--- src/rtl/v2f_pkg.sv ---
// Shared definitions for the v2f divider: FSM state type, width limit and
// a two's-complement magnitude helper.
package v2f_pkg;

  localparam int V2F_MAX_WIDTH = 32;

  typedef enum logic [2:0] {
    IDLE,
    PREP,
    ITER,
    FIX,
    DONE
  } v2f_divmod_state_t;

  // Magnitude of a sign-extended value. The result is one bit wider than
  // V2F_MAX_WIDTH so |MIN| is represented exactly.
  function automatic logic [V2F_MAX_WIDTH:0] v2f_mag(input logic [V2F_MAX_WIDTH:0] x);
    if (x[V2F_MAX_WIDTH])
      return ~x + {{V2F_MAX_WIDTH{1'b0}}, 1'b1};
    else
      return x;
  endfunction

endpackage

--- src/rtl/v2f_divmod_step.sv ---
// One combinational restoring-division step: shift the next dividend bit
// into the partial remainder and subtract the divisor when it fits.
module v2f_divmod_step
  import v2f_pkg::*;
#(
  parameter int WIDTH = 32
) (
  input  logic [WIDTH:0]   rem,
  input  logic [WIDTH-2:0] quo,
  input  logic [WIDTH:0]   div,
  input  logic             dbit,
  output logic [WIDTH:0]   rem_next,
  output logic [WIDTH-1:0] quo_next
);

  logic [WIDTH+1:0] shifted;
  logic [WIDTH:0]   diff;
  logic             ge;

  // The compare uses one extra bit so no shifted-out remainder bit is lost.
  assign shifted  = {rem, dbit};
  assign ge       = (shifted >= {1'b0, div});
  assign diff     = shifted[WIDTH:0] - div;
  assign rem_next = ge ? diff : shifted[WIDTH:0];
  assign quo_next = {quo, ge};

endmodule

--- src/rtl/v2f_divmod_iter.sv ---
// Iterative signed/unsigned divider with combinator semantics (x/0 = 0,
// x%0 = 0, MIN/-1 wraps). Quotient truncates toward zero, remainder takes
// the sign of the dividend.
// Optional build macro V2F_DIVMOD_EARLY_TERM_EN: skip the leading zero bits
// of |a| so latency tracks the dividend's significant bits.
module v2f_divmod_iter
  import v2f_pkg::*;
#(
  parameter int WIDTH  = 32,
  parameter bit SIGNED = 1'b1
) (
  input  logic             clk,
  input  logic             rst_n,
  input  logic             in_valid,
  output logic             in_ready,
  input  logic [WIDTH-1:0] a,
  input  logic [WIDTH-1:0] b,
  output logic             out_valid,
  input  logic             out_ready,
  output logic [WIDTH-1:0] quo,
  output logic [WIDTH-1:0] rem,
  output logic             dbz
);

  // Counter indexes the WIDTH+1-bit dividend register.
  localparam int CW = $clog2(WIDTH + 1);

  v2f_divmod_state_t state_reg;

  logic [WIDTH-1:0] a_reg, b_reg;
  logic [WIDTH:0]   dvd_reg, dvs_reg, racc_reg;
  logic [WIDTH-1:0] qacc_reg;
  logic [CW-1:0]    cnt_reg;
  logic             sign_q_reg, sign_r_reg, bzero_reg;
  logic [WIDTH-1:0] quo_reg, rem_reg;
  logic             dbz_reg;

  logic [V2F_MAX_WIDTH:0] a_ext, b_ext, a_abs, b_abs;
  logic [WIDTH:0]         step_rem;
  logic [WIDTH-1:0]       step_quo;
  logic                   b_is_zero;

  assign in_ready  = (state_reg == IDLE);
  assign out_valid = (state_reg == DONE);
  assign quo       = quo_reg;
  assign rem       = rem_reg;
  assign dbz       = dbz_reg;
  assign b_is_zero = (b_reg == '0);

  // Extend the latched operands (sign or zero) and take their magnitudes.
  always_comb begin
    a_ext = {(V2F_MAX_WIDTH + 1){SIGNED & a_reg[WIDTH-1]}};
    b_ext = {(V2F_MAX_WIDTH + 1){SIGNED & b_reg[WIDTH-1]}};
    a_ext[WIDTH-1:0] = a_reg;
    b_ext[WIDTH-1:0] = b_reg;
    a_abs = v2f_mag(a_ext);
    b_abs = v2f_mag(b_ext);
  end

`ifdef V2F_DIVMOD_EARLY_TERM_EN
  logic [CW-1:0] a_msb;
  logic          a_nz;

  assign a_nz = |a_abs[WIDTH:0];

  // Index of the highest set bit of |a|; iteration starts there.
  always_comb begin
    a_msb = '0;
    for (int i = 0; i < WIDTH; i++)
      if (a_abs[i]) a_msb = CW'(i);
  end
`endif

  v2f_divmod_step #(.WIDTH(WIDTH)) u_step (
    .rem      (racc_reg),
    .quo      (qacc_reg[WIDTH-2:0]),
    .div      (dvs_reg),
    .dbit     (dvd_reg[cnt_reg]),
    .rem_next (step_rem),
    .quo_next (step_quo)
  );

  // Control FSM and datapath registers; reset aborts any operation in flight.
  always_ff @(posedge clk or negedge rst_n) begin
    if (!rst_n) begin
      state_reg  <= IDLE;
      a_reg      <= '0;
      b_reg      <= '0;
      dvd_reg    <= '0;
      dvs_reg    <= '0;
      racc_reg   <= '0;
      qacc_reg   <= '0;
      cnt_reg    <= '0;
      sign_q_reg <= 1'b0;
      sign_r_reg <= 1'b0;
      bzero_reg  <= 1'b0;
      quo_reg    <= '0;
      rem_reg    <= '0;
      dbz_reg    <= 1'b0;
    end else begin
      case (state_reg)
        IDLE: begin
          if (in_valid) begin
            a_reg     <= a;
            b_reg     <= b;
            state_reg <= PREP;
          end
        end
        PREP: begin
          dvd_reg    <= a_abs[WIDTH:0];
          dvs_reg    <= b_abs[WIDTH:0];
          sign_q_reg <= SIGNED & (a_reg[WIDTH-1] ^ b_reg[WIDTH-1]);
          sign_r_reg <= SIGNED & a_reg[WIDTH-1];
          bzero_reg  <= b_is_zero;
          racc_reg   <= '0;
          qacc_reg   <= '0;
`ifdef V2F_DIVMOD_EARLY_TERM_EN
          cnt_reg    <= a_msb;
          state_reg  <= (b_is_zero || !a_nz) ? FIX : ITER;
`else
          cnt_reg    <= CW'(WIDTH - 1);
          state_reg  <= b_is_zero ? FIX : ITER;
`endif
        end
        ITER: begin
          racc_reg <= step_rem;
          qacc_reg <= step_quo;
          if (cnt_reg == '0)
            state_reg <= FIX;
          else
            cnt_reg <= cnt_reg - 1'b1;
        end
        FIX: begin
          if (bzero_reg) begin
            quo_reg <= '0;
            rem_reg <= '0;
          end else begin
            quo_reg <= sign_q_reg ? ({WIDTH{1'b0}} - qacc_reg) : qacc_reg;
            rem_reg <= sign_r_reg ? ({WIDTH{1'b0}} - racc_reg[WIDTH-1:0])
                                  : racc_reg[WIDTH-1:0];
          end
          dbz_reg   <= bzero_reg;
          state_reg <= DONE;
        end
        DONE: begin
          if (out_ready) begin
            dbz_reg   <= 1'b0;
            state_reg <= IDLE;
          end
        end
        default: state_reg <= IDLE;
      endcase
    end
  end

endmodule

--- config.mk ---
export PLATFORM = sky130hd
export DESIGN_NAME = v2f_divmod_iter
export DESIGN_NICKNAME = d
export VERILOG_FILES = /design/src/rtl/v2f_pkg.sv /design/src/rtl/v2f_divmod_step.sv /design/src/rtl/v2f_divmod_iter.sv
export SDC_FILE = /design/constraint.sdc
export NUM_CORES = 1
export LEC_CHECK = 0
export CAP_MARGIN = 20
export CORE_MARGIN = 5
export CORE_UTILIZATION = 60
export CTS_BUF_LIST = sky130_fd_sc_hd__clkbuf_16
export CTS_CLUSTER_DIAMETER = 40
export DETAILED_ROUTE_END_ITERATION = 8
export PLACE_DENSITY_LB_ADDON = 0.05
export SYNTH_ARGS = -nofsm -noshare
export SYNTH_HDL_FRONTEND = slang
export SYNTH_SLANG_ARGS = --single-unit
--- constraint.sdc ---
create_clock -name clk -period 7.8 [get_ports clk]
set_clock_uncertainty 0.1 [all_clocks]
set_input_delay 1.95 -clock clk [delete_from_list [all_inputs] [get_ports clk]]
set_output_delay 1.95 -clock clk [all_outputs]
set_load 0.02 [all_outputs]
Yosys cells after proc, flatten, opt, wreduce, memory -nomap -nowiden
Index checks and enable logic that the tools add are counted.
{"block": "op_classes", "n_addsub": 6, "mul": 0, "div": 0, "order_cmp": 2, "n_eq_ne": 8, "n_shift": 0, "muxes": 20, "n_bitwise": 3, "n_reduce_logical": 9}
{"cell": "$mux 32", "count": 4}
{"cell": "$mux 33", "count": 3}
{"cell": "$add 33x1->33 const B", "count": 2}
{"cell": "$not 33->33", "count": 2}
{"cell": "$pmux 33 s2", "count": 1}
{"cell": "$pmux 32 s2", "count": 1}
{"cell": "$sub 1x32->32 const A", "count": 2}
{"cell": "$ge 34x33->1", "count": 1}
{"cell": "$sub 33x33->33", "count": 1}
{"cell": "$logic_not 32->1", "count": 1}
{"cell": "$pmux 3 s5", "count": 1}
{"cell": "$pmux 6 s2", "count": 1}
{"cell": "$mux 3", "count": 3}
{"cell": "$lt 6x7->1 const B", "count": 1}
{"cell": "$bmux 1 s6", "count": 1}
{"cell": "$eq 3x2->1 const B", "count": 2}
{"cell": "$logic_not 6->1", "count": 1}
{"cell": "$mux 6", "count": 1}
{"cell": "$ne 2x2->1 const B", "count": 3}
{"cell": "$reduce_and 2->1", "count": 3}
{"cell": "$sub 6x1->6 const B", "count": 1}
{"cell": "$reduce_bool 2->1", "count": 2}
{"cell": "$eq 3x1->1 const B", "count": 1}
{"cell": "$eq 3x3->1 const B", "count": 1}
{"cell": "other kinds (6)", "count": 8}
{"block": "totals", "reg_bits": 272, "latchBits": 0, "ram_bits": 0, "mem_bits_ro": 0, "in_bits": 68, "output_inout_bits": 67, "elab_cells": 62, "memories": 0}

Depth between registers and ports, before layout
Gate-level depths: netlist (run 1).
{"block": "depth", "word_depth": 5, "depth_mapped": 19, "ltp_nobuf": 17}

Hierarchy
Synthesis (run 1) repeated with hierarchy kept, for this count alone.
{"block": "hier_totals", "hier_cells": 1627, "area_unflattened_um2": 15687.5}
{"module": "v2f_divmod_iter", "instances": 1, "cells_per_inst": 1229, "area_per_inst_um2": 13058.8, "seq_area_each_um2": 6806.5}
{"module": "v2f_divmod_step", "instances": 1, "cells_per_inst": 398, "area_per_inst_um2": 2628.8, "seq_area_each_um2": 0.0}

Worst setup path before layout (run 1)
Ideal clock, no wire load.
{"block": "synth_timing", "kind": "reg-to-reg", "from": "reg cnt_reg[0]", "to": "reg racc_reg[32]", "setup_ns": 0.126, "arrival_time_ns": 4.945, "required_time_ns": 7.574, "slack_ns": 2.629, "path_stages_with_launch": 19, "n_path_buf": 2, "synth_period_minus_slack_ns": 5.171, "cell_sequence": "dfrtp_1 -> buf_1 -> mux4_2 -> mux4_2 -> mux2i_1 -> nor2_1 -> a41oi_1 -> ha_1 -> inv_1 -> fa_1 -> a211oi_1 -> o21ai_0 -> a21oi_1 -> a21oi_1 -> nand2b_1 -> a211oi_1 -> clkbuf_1 -> nor2_1 -> a221o_1"}
{"block": "synth_between", "elab_chain_len": 5, "word_cells_on_any_way": 6, "cone_classes": "add/sub: 1; order compare: 1; mux: 4"}
{"item": "start, declared", "line": "v2f_divmod_iter.sv:33", "rtl": "logic [CW-1:0] cnt_reg;"}
{"item": "start signal, assigned", "line": "v2f_divmod_iter.sv:121", "rtl": "cnt_reg <= CW'(WIDTH - 1);"}
{"item": "start signal, assigned", "line": "v2f_divmod_iter.sv:131", "rtl": "cnt_reg <= cnt_reg - 1'b1;"}
{"item": "$bmux 1 s6 (*)", "line": "v2f_divmod_iter.sv:78", "rtl": ".dbit (dvd_reg[cnt_reg]),"}
{"item": "$mux 1 (not written as such) (*)", "line": "v2f_divmod_iter.sv:78"}
{"item": "$sub 33x33->33 / $ge 34x33->1 (equally long branches)", "line": "v2f_divmod_step.sv:23, v2f_divmod_step.sv:22"}
{"item": "$mux 33 (*)", "line": "v2f_divmod_step.sv:24", "rtl": "assign rem_next = ge ? diff : shifted[WIDTH:0];"}
{"item": "$pmux 33 s2 (*)", "line": "v2f_divmod_iter.sv:101", "rtl": "case (state_reg)"}
{"item": "end signal, assigned", "line": "v2f_divmod_iter.sv:126", "rtl": "racc_reg <= step_rem;"}
{"item": "end, declared", "line": "v2f_divmod_iter.sv:31", "rtl": "logic [WIDTH:0] dvd_reg, dvs_reg, racc_reg;"}
Every way passes the cells marked *; elsewhere a longest branch is shown, timed or not. The select of a mux whose other input is x is not followed.
A chain may end at the register's enable or synchronous reset.

Worst setup path in the final report (run 1)
{"block": "layout_timing", "from": "reg cnt_reg[0]", "to": "reg racc_reg[0]"}
The elaborated chain is that of the path after synthesis.

==> results.md, run 1 <==
* Startpoint Class: flop
* Num CTS Buffers at 38
* Max Root-Sink Buffers at 3
* Worst slack, placed at 1.71 ns
* Drt pass-1 iters at 6
* P&R area growth vs syn at 19.5%
* Max incr delay on CP at 0.75 ns
* Avg Cell Area, Syn at 9.63 sq um
* Layout cells sized above 1 at 9.56%
* Slew margin rel. at 34.3%
* Largest net degree at the start of global routing at 121
* Via count at 11,500
* CTS HTree Levels at 2
* Grt ovf at 0
* VDD IR max at 0.000263 V
* First-pass GRT wire length at 54,800 um
* Fin area at 17,700 sq um
* Most common cell after layout, fill and taps aside: dfrtp_1
* Hpwl dp at 23,000 um
* Power per cell area at 473 nW/um^2
* Fin. max-slew vios at 0
* Synth Net Count at 1,644
* RSZ-0062 raised after global routing: false
* Setup_tns at 0 ns
* RePlAce Congestion at 0.951
* Worst EP required at 8.12 ns
* Avg WL per Cell at 16.6 um
* FP Rows at 57
* I/O pins at 135
* Syn Inst Count at 1,536
* Post-CTS setup repair buffer count at 0
* Port Buffers at 134
* Hold Fails Final Rpt at 0
* Synth Register Bits at 272
* Vias in the first global route at 11,000
* Reg area at 6810 sq um
* FFs w/ async S/R, synth at 100%
* Status: completed
* Final setup violation count at 0
* Die width at 167 um
* Delay-heaviest family, CP: compound AO/OA/AOI/OAI gates
* Leak pwr at 0.00785 uW
* CTS resizes at 0
* Tot GR Track Use at 23.1%
* # diodes at 0
* Critical path fanouts, max at 46
* Starting DRT DRC Count at 987
* Yosys warns at 0
* Critical path buffers and inverters at 2
* CTS hold repair buffers at 0
* DIE HEIGHT at 167 um
* Initial antenna violation count at 0
* Max-cap viol count at 0
* Clk sinks at 272
* Vias per cell at 5.79
* Total Routed Length at 32,900 um
* Multi-input logic area at 7470 sq um
* Core area at 24,300 sq um
* Final Cycle Share at 78.7%
* Cell Area, Synth at 14,800 sq um
* Post-synth EDFFs at 0
* Clock transition at path regs at 0.05 ns
* Fill cells at 1,850
* Worst Hold Class: reg -> reg
* CTS tree: built
* Post-DP Area at 16,300 sq um
* Crit path kind: reg -> reg
* Most frequent cells in the layout: 272 x dfrtp_1, 244 x nand2_1, 208 x o21ai_0
* Worst path cell trace: mux4_2, mux4_2, mux2i_1, nor2_1, a41oi_1, ha_1, inv_1, fa_1, a211oi_1, o21ai_0, a21oi_1, a21oi_1, nand2b_1, a211oi_4, buf_4, mux2_2, o22ai_1
* Seq/Total Area, Yosys at 46.0%
* Die area at 27,900 sq um
* Post-synth top flop: dfrtp_1
* Synth cell types at 65
* DRC at 0
* Nets at 1,746
* F_max at 0.163 GHz
* Later-pin clock latency in the skew report at 0.52 ns
* Slack of the critical path at 1.66 ns
* Root Buffer: clkbuf_16
* Critical Path AT at 6.46 ns
* Crit. End Element: flop
* Worst slew pin tran at 0.986 ns
* Min Tclk post-route at 6.14 ns
* Post-DRT Antenna Nets at 0
* Initial core utilization at 60.8%
* Slowest-stage cell, CP: dfrtp_1
==> worst reg2reg max path, delay by kind of cell, from the launching register on <==
family / cells / cell delay [ns]
adders and majority gates: 2 / 0.66
DFF: 1 / 0.75
AOI/OAI and AO/OA: 7 / 2.05
and+or+nand+nor: 2 / 0.29
buffers and inverters: 2 / 0.55
muxes: 4 / 1.66
==> stage by stage <==
stage | hold slack [ns] | utilization, % | total power (uW) | instances
global placement | 0.358 | 67.1 | 6510 | 1919
floorplan | 0.343 | - | 5480 | 1536
detailed placement | 0.369 | 67.1 | 6620 | 1919
global route | 0.392 | 72.7 | 9000 | 1988
CTS | 0.381 | 72.3 | 8360 | 1985
finish | 0.373 | 72.7 | 8360 | 1988
==> where the power goes <==
group / internal [uW] / leakage [uW] / switching [uW] / total, uW
clock: 1070 / 0.000636 / 608 / 1680
sequential: 1960 / 0.00346 / 583 / 2540
combinational: 1780 / 0.00376 / 2360 / 4140
total: 4820 / 0.00785 / 3550 / 8360
==> synth_stat cells, types with 6 or more instances <==
library cell	count	area [sq um]
a211oi_1	6	45.0
a21o_1	14	105
a21oi_1	44	220
a22o_1	48	420
a31oi_1	12	75.1
and2_1	8	50.1
buf_1	9	33.8
clkbuf_1	76	285
dfrtp_1	272	6810
ha_1	39	488
inv_1	59	221
mux2_2	61	687
mux2i_1	8	80.1
mux4_2	10	225
nand2_1	244	916
nand2b_1	10	62.6
nand3_1	19	95.1
nor2_1	40	150
nor2b_1	10	62.6
nor3_1	21	105
nor4_1	9	56.3
o21ai_0	208	1040
o31ai_1	43	323
o41ai_1	12	105
or3_1	19	119
or4_1	16	120
xnor2_1	38	333
xor2_1	108	946
==> worst paths after layout <==
path	cells after the start	slack [ns]	from	to
max	17	1.66	cnt_reg[0]$_DFFE_PN0P_	racc_reg[0]$_DFFE_PN0P_
min	2	0.37	rem[9]$_DFFE_PN0P_	rem[9]$_DFFE_PN0P_
max reg2reg	17	1.66	cnt_reg[0]$_DFFE_PN0P_	racc_reg[0]$_DFFE_PN0P_
min reg2reg	2	0.37	rem[9]$_DFFE_PN0P_	rem[9]$_DFFE_PN0P_
max in group asynchronous	3	5.14	rst_n	b_reg[27]$_DFFE_PN0P_
min in group asynchronous	1	1.38	rst_n	rem[8]$_DFFE_PN0P_
==> area by class of cell <==
type / count / area share (%)
multi-input cells: 1119 / 42.2
clock inverters: 27 / 1.61
well taps: 324 / 2.29
repair buffers: 148 / 8.55
flip-flops and latches: 272 / 38.5
clock buffers: 39 / 5.52
inverters: 59 / 1.25
==> kinds of logic (layout without fill, tap and decap cells) <==
kind of cell	count (synthesis)	after routing	share of synthesized area, %
buffers and inverters	145	273	3.69
muxes	79	79	6.71
AOI/OAI and AO/OA	432	432	18.4
adders and majority gates	40	40	3.43
xor gates and xnor gates	146	146	8.65
and+or+nand+nor	422	422	13.1
DFF	272	272	46.0
==> metal layers <==
layer / vias to the layer above / wire (um) / share of wire [%] / track usage, %
met1: 5520 / 16200 / 49 / 35.9
met4: 0 / 463 / 1.4 / 4.23
li1: 5654 / - / - / -
met2: 304 / 14300 / 43 / 34.7
met5: - / 0 / 0 / 0
met3: 39 / 1960 / 6.0 / 4.03
Power figures use the tool's default switching activity.
==> run 2, diff against run 1 <==
--- a/config.mk
+++ b/config.mk
@@ -7,7 +7,7 @@
 export LEC_CHECK = 0
 export CAP_MARGIN = 20
 export CORE_MARGIN = 5
-export CORE_UTILIZATION = 60
+export CORE_UTILIZATION = 53
 export CTS_BUF_LIST = sky130_fd_sc_hd__clkbuf_16
 export CTS_CLUSTER_DIAMETER = 40
 export DETAILED_ROUTE_END_ITERATION = 8
==> constraint.sdc (replaced) <==
create_clock -name clk -period 5.1 [get_ports clk]
set_clock_uncertainty 0.1 [all_clocks]
set_input_delay 1.275 -clock clk [delete_from_list [all_inputs] [get_ports clk]]
set_output_delay 1.275 -clock clk [all_outputs]
set_load 0.02 [all_outputs]
==> run 2 against run 1 <==
Net effect:
- sequential power rose by 52%
- register-to-register slack got worse by 1.3 ns
- clock-buffer cell count rose by 3
- critical endpoint is now racc_reg[32]$_DFFE_PN0P_
- largest power group unchanged
==> results.md, run 2 (synthesized netlist as in run 1, its figures left out) <==
* Most frequent cells in the layout: 272 x dfrtp_1, 244 x nand2_1, 208 x o21ai_0
* Root Buffer: clkbuf_16
* Crit. End Element: flop
* Slew margin rel. at 32.3%
* I/O pins at 135
* Post-DP Area at 16,500 sq um
* Max-cap viol count at 0
* Leak pwr at 0.00795 uW
* Drt pass-1 iters at 5
* Grt ovf at 0
* Worst EP required at 5.40 ns
* Die area at 31,300 sq um
* Hpwl dp at 23,500 um
* Hold Startpoint: rem[20]$_DFFE_PN0P_
* CTS HTree Levels at 2
* Vias per cell at 5.59
* Post-DRT Antenna Nets at 0
* Power per cell area at 733 nW/um^2
* Multi-input logic area at 7480 sq um
* Max Root-Sink Buffers at 3
* Clk pwr share at 22.0%
* CTS hold repair buffers at 0
* Power Total at 13,200 uW
* FP Rows at 61
* R2r startpoint: cnt_reg[0]$_DFFE_PN0P_
* Worst Hold Class: reg -> reg
* Fill cells at 2,311
* Via count at 11,500
* Total Routed Length at 33,700 um
* Critical path buffers and inverters at 3
* Nets at 1,757
* Critical Path AT at 5.07 ns
* Crit path kind: reg -> reg
* Die width at 177 um
* Seq pwr share at 29.4%
* Status: completed
* Reg area at 6810 sq um
* First-pass GRT wire length at 57,700 um
* Critical path startpoint: cnt_reg[0]$_DFFE_PN0P_
* Slowest-stage cell, CP: mux4_2
* Avg WL per Cell at 16.4 um
* Net Sw Power at 5530 uW
* Worst slew pin tran at 1.02 ns
* Core area at 27,700 sq um
* Most common cell after layout, fill and taps aside: dfrtp_1
* DRC at 0
* Starting DRT DRC Count at 800
* Later-pin clock latency in the skew report at 0.54 ns
* RePlAce Congestion at 0.896
* Cells after DPL at 1,981
* Fin area at 18,000 sq um
* # diodes at 0
* Startpoint Class: flop
* P&R area growth vs syn at 21.6%
* CP most frequent cell: a21oi_1
* Combinational Power Share at 48.6%
* F_max at 0.210 GHz
* DIE HEIGHT at 177 um
* Final setup violation count at 0
* CTS tree: built
* Delay-heaviest family, CP: compound AO/OA/AOI/OAI gates
* Tot GR Track Use at 21.9%
* Port Buffers at 134
* Min Tclk post-route at 4.76 ns
* Fin. max-slew vios at 0
* Layout cells sized above 1 at 10.8%
* Final Cycle Share at 93.4%
* Max incr delay on CP at 0.52 ns
* Non-filler cells, final at 2,059
* Initial antenna violation count at 0
* Worst path cell trace: buf_4, mux4_2, mux4_2, mux2i_1, nor2_1, a41oi_2, ha_1, inv_1, fa_1, a211oi_2, o21ai_0, a21oi_1, a21oi_1, nand2b_1, a211oi_4, buf_4, or3_1, a21oi_1, a221o_1
* Initial core utilization at 53.4%
* Worst slack, placed at 0.148 ns
* Num CTS Buffers at 41
* Slack of the critical path at 0.336 ns
* Clk sinks at 272
* Vias in the first global route at 11,400
* Largest net degree at the start of global routing at 121
* Cell-internal power at 7640 uW
* Clock transition at path regs at 0.05 ns
* Sw Ratio at 42.0%
* Hold Fails Final Rpt at 0
* Critical path fanouts, max at 5
* VDD IR max at 0.000474 V
-- run 2: worst paths after layout --
check,end,slack (ns),cells past startpoint
setup / recovery,racc_reg[32]$_DFFE_PN0P_,0.34,19
hold / removal,rem[20]$_DFFE_PN0P_,0.37,2
setup reg to reg,racc_reg[32]$_DFFE_PN0P_,0.34,19
hold reg to reg,rem[20]$_DFFE_PN0P_,0.37,2
max in group asynchronous,b_reg[10]$_DFFE_PN0P_,3.22,2
min in group asynchronous,rem[7]$_DFFE_PN0P_,0.69,1
-- run 2: tightest hold or removal path, delay by kind of cell, from the launching register on --
kind	cells	cell delay, ns
flip-flops	1	0.33
AO/OA/AOI/OAI	1	0.06
AND/OR/NAND/NOR	1	0.04
-- run 2: layout make-up --
cell class | count | area share [%]
multi-input cells | 1119 | 41.6
flip-flops and latches | 272 | 37.8
repair buffers | 156 | 8.72
clock buffers | 42 | 5.84
well taps | 378 | 2.63
clock inverters | 33 | 2.17
inverters | 59 | 1.23
-- run 2: power by group through the flow --
stage	clock network, uW	registers [uW]	logic [uW]
detailed placement	0	3930	6270
CTS	2960	3900	6320
floorplan	0	3780	4600
global placement	0	3880	6170
global route	3050	4010	7170
finish	2900	3870	6410
-- run 2: what timing repair did --
item | 4_1_cts | 5_1_grt
endpoints found under the setup margin | 0 | 34
buffers inserted | 0 | 2
resized for setup | 0 | 5
-- run 2: per-layer routing --
metal	track usage (%)	up-vias	wire [um]
met2	32.5	284	14400
met5	0	-	0
met1	34.3	5489	17000
met4	4.64	0	524
li1	-	5694	-
met3	3.35	46	1830
-- run 2: metrics by stage --
step | hold WS [ns] | util (%) | TNS [ns]
floorplan | 0.343 | - | 0
global placement | 0.358 | 59.5 | 0
detailed placement | 0.369 | 59.5 | 0
CTS | 0.381 | 64.7 | 0
global route | 0.395 | 64.9 | -0.0101
finish | 0.372 | 64.9 | 0
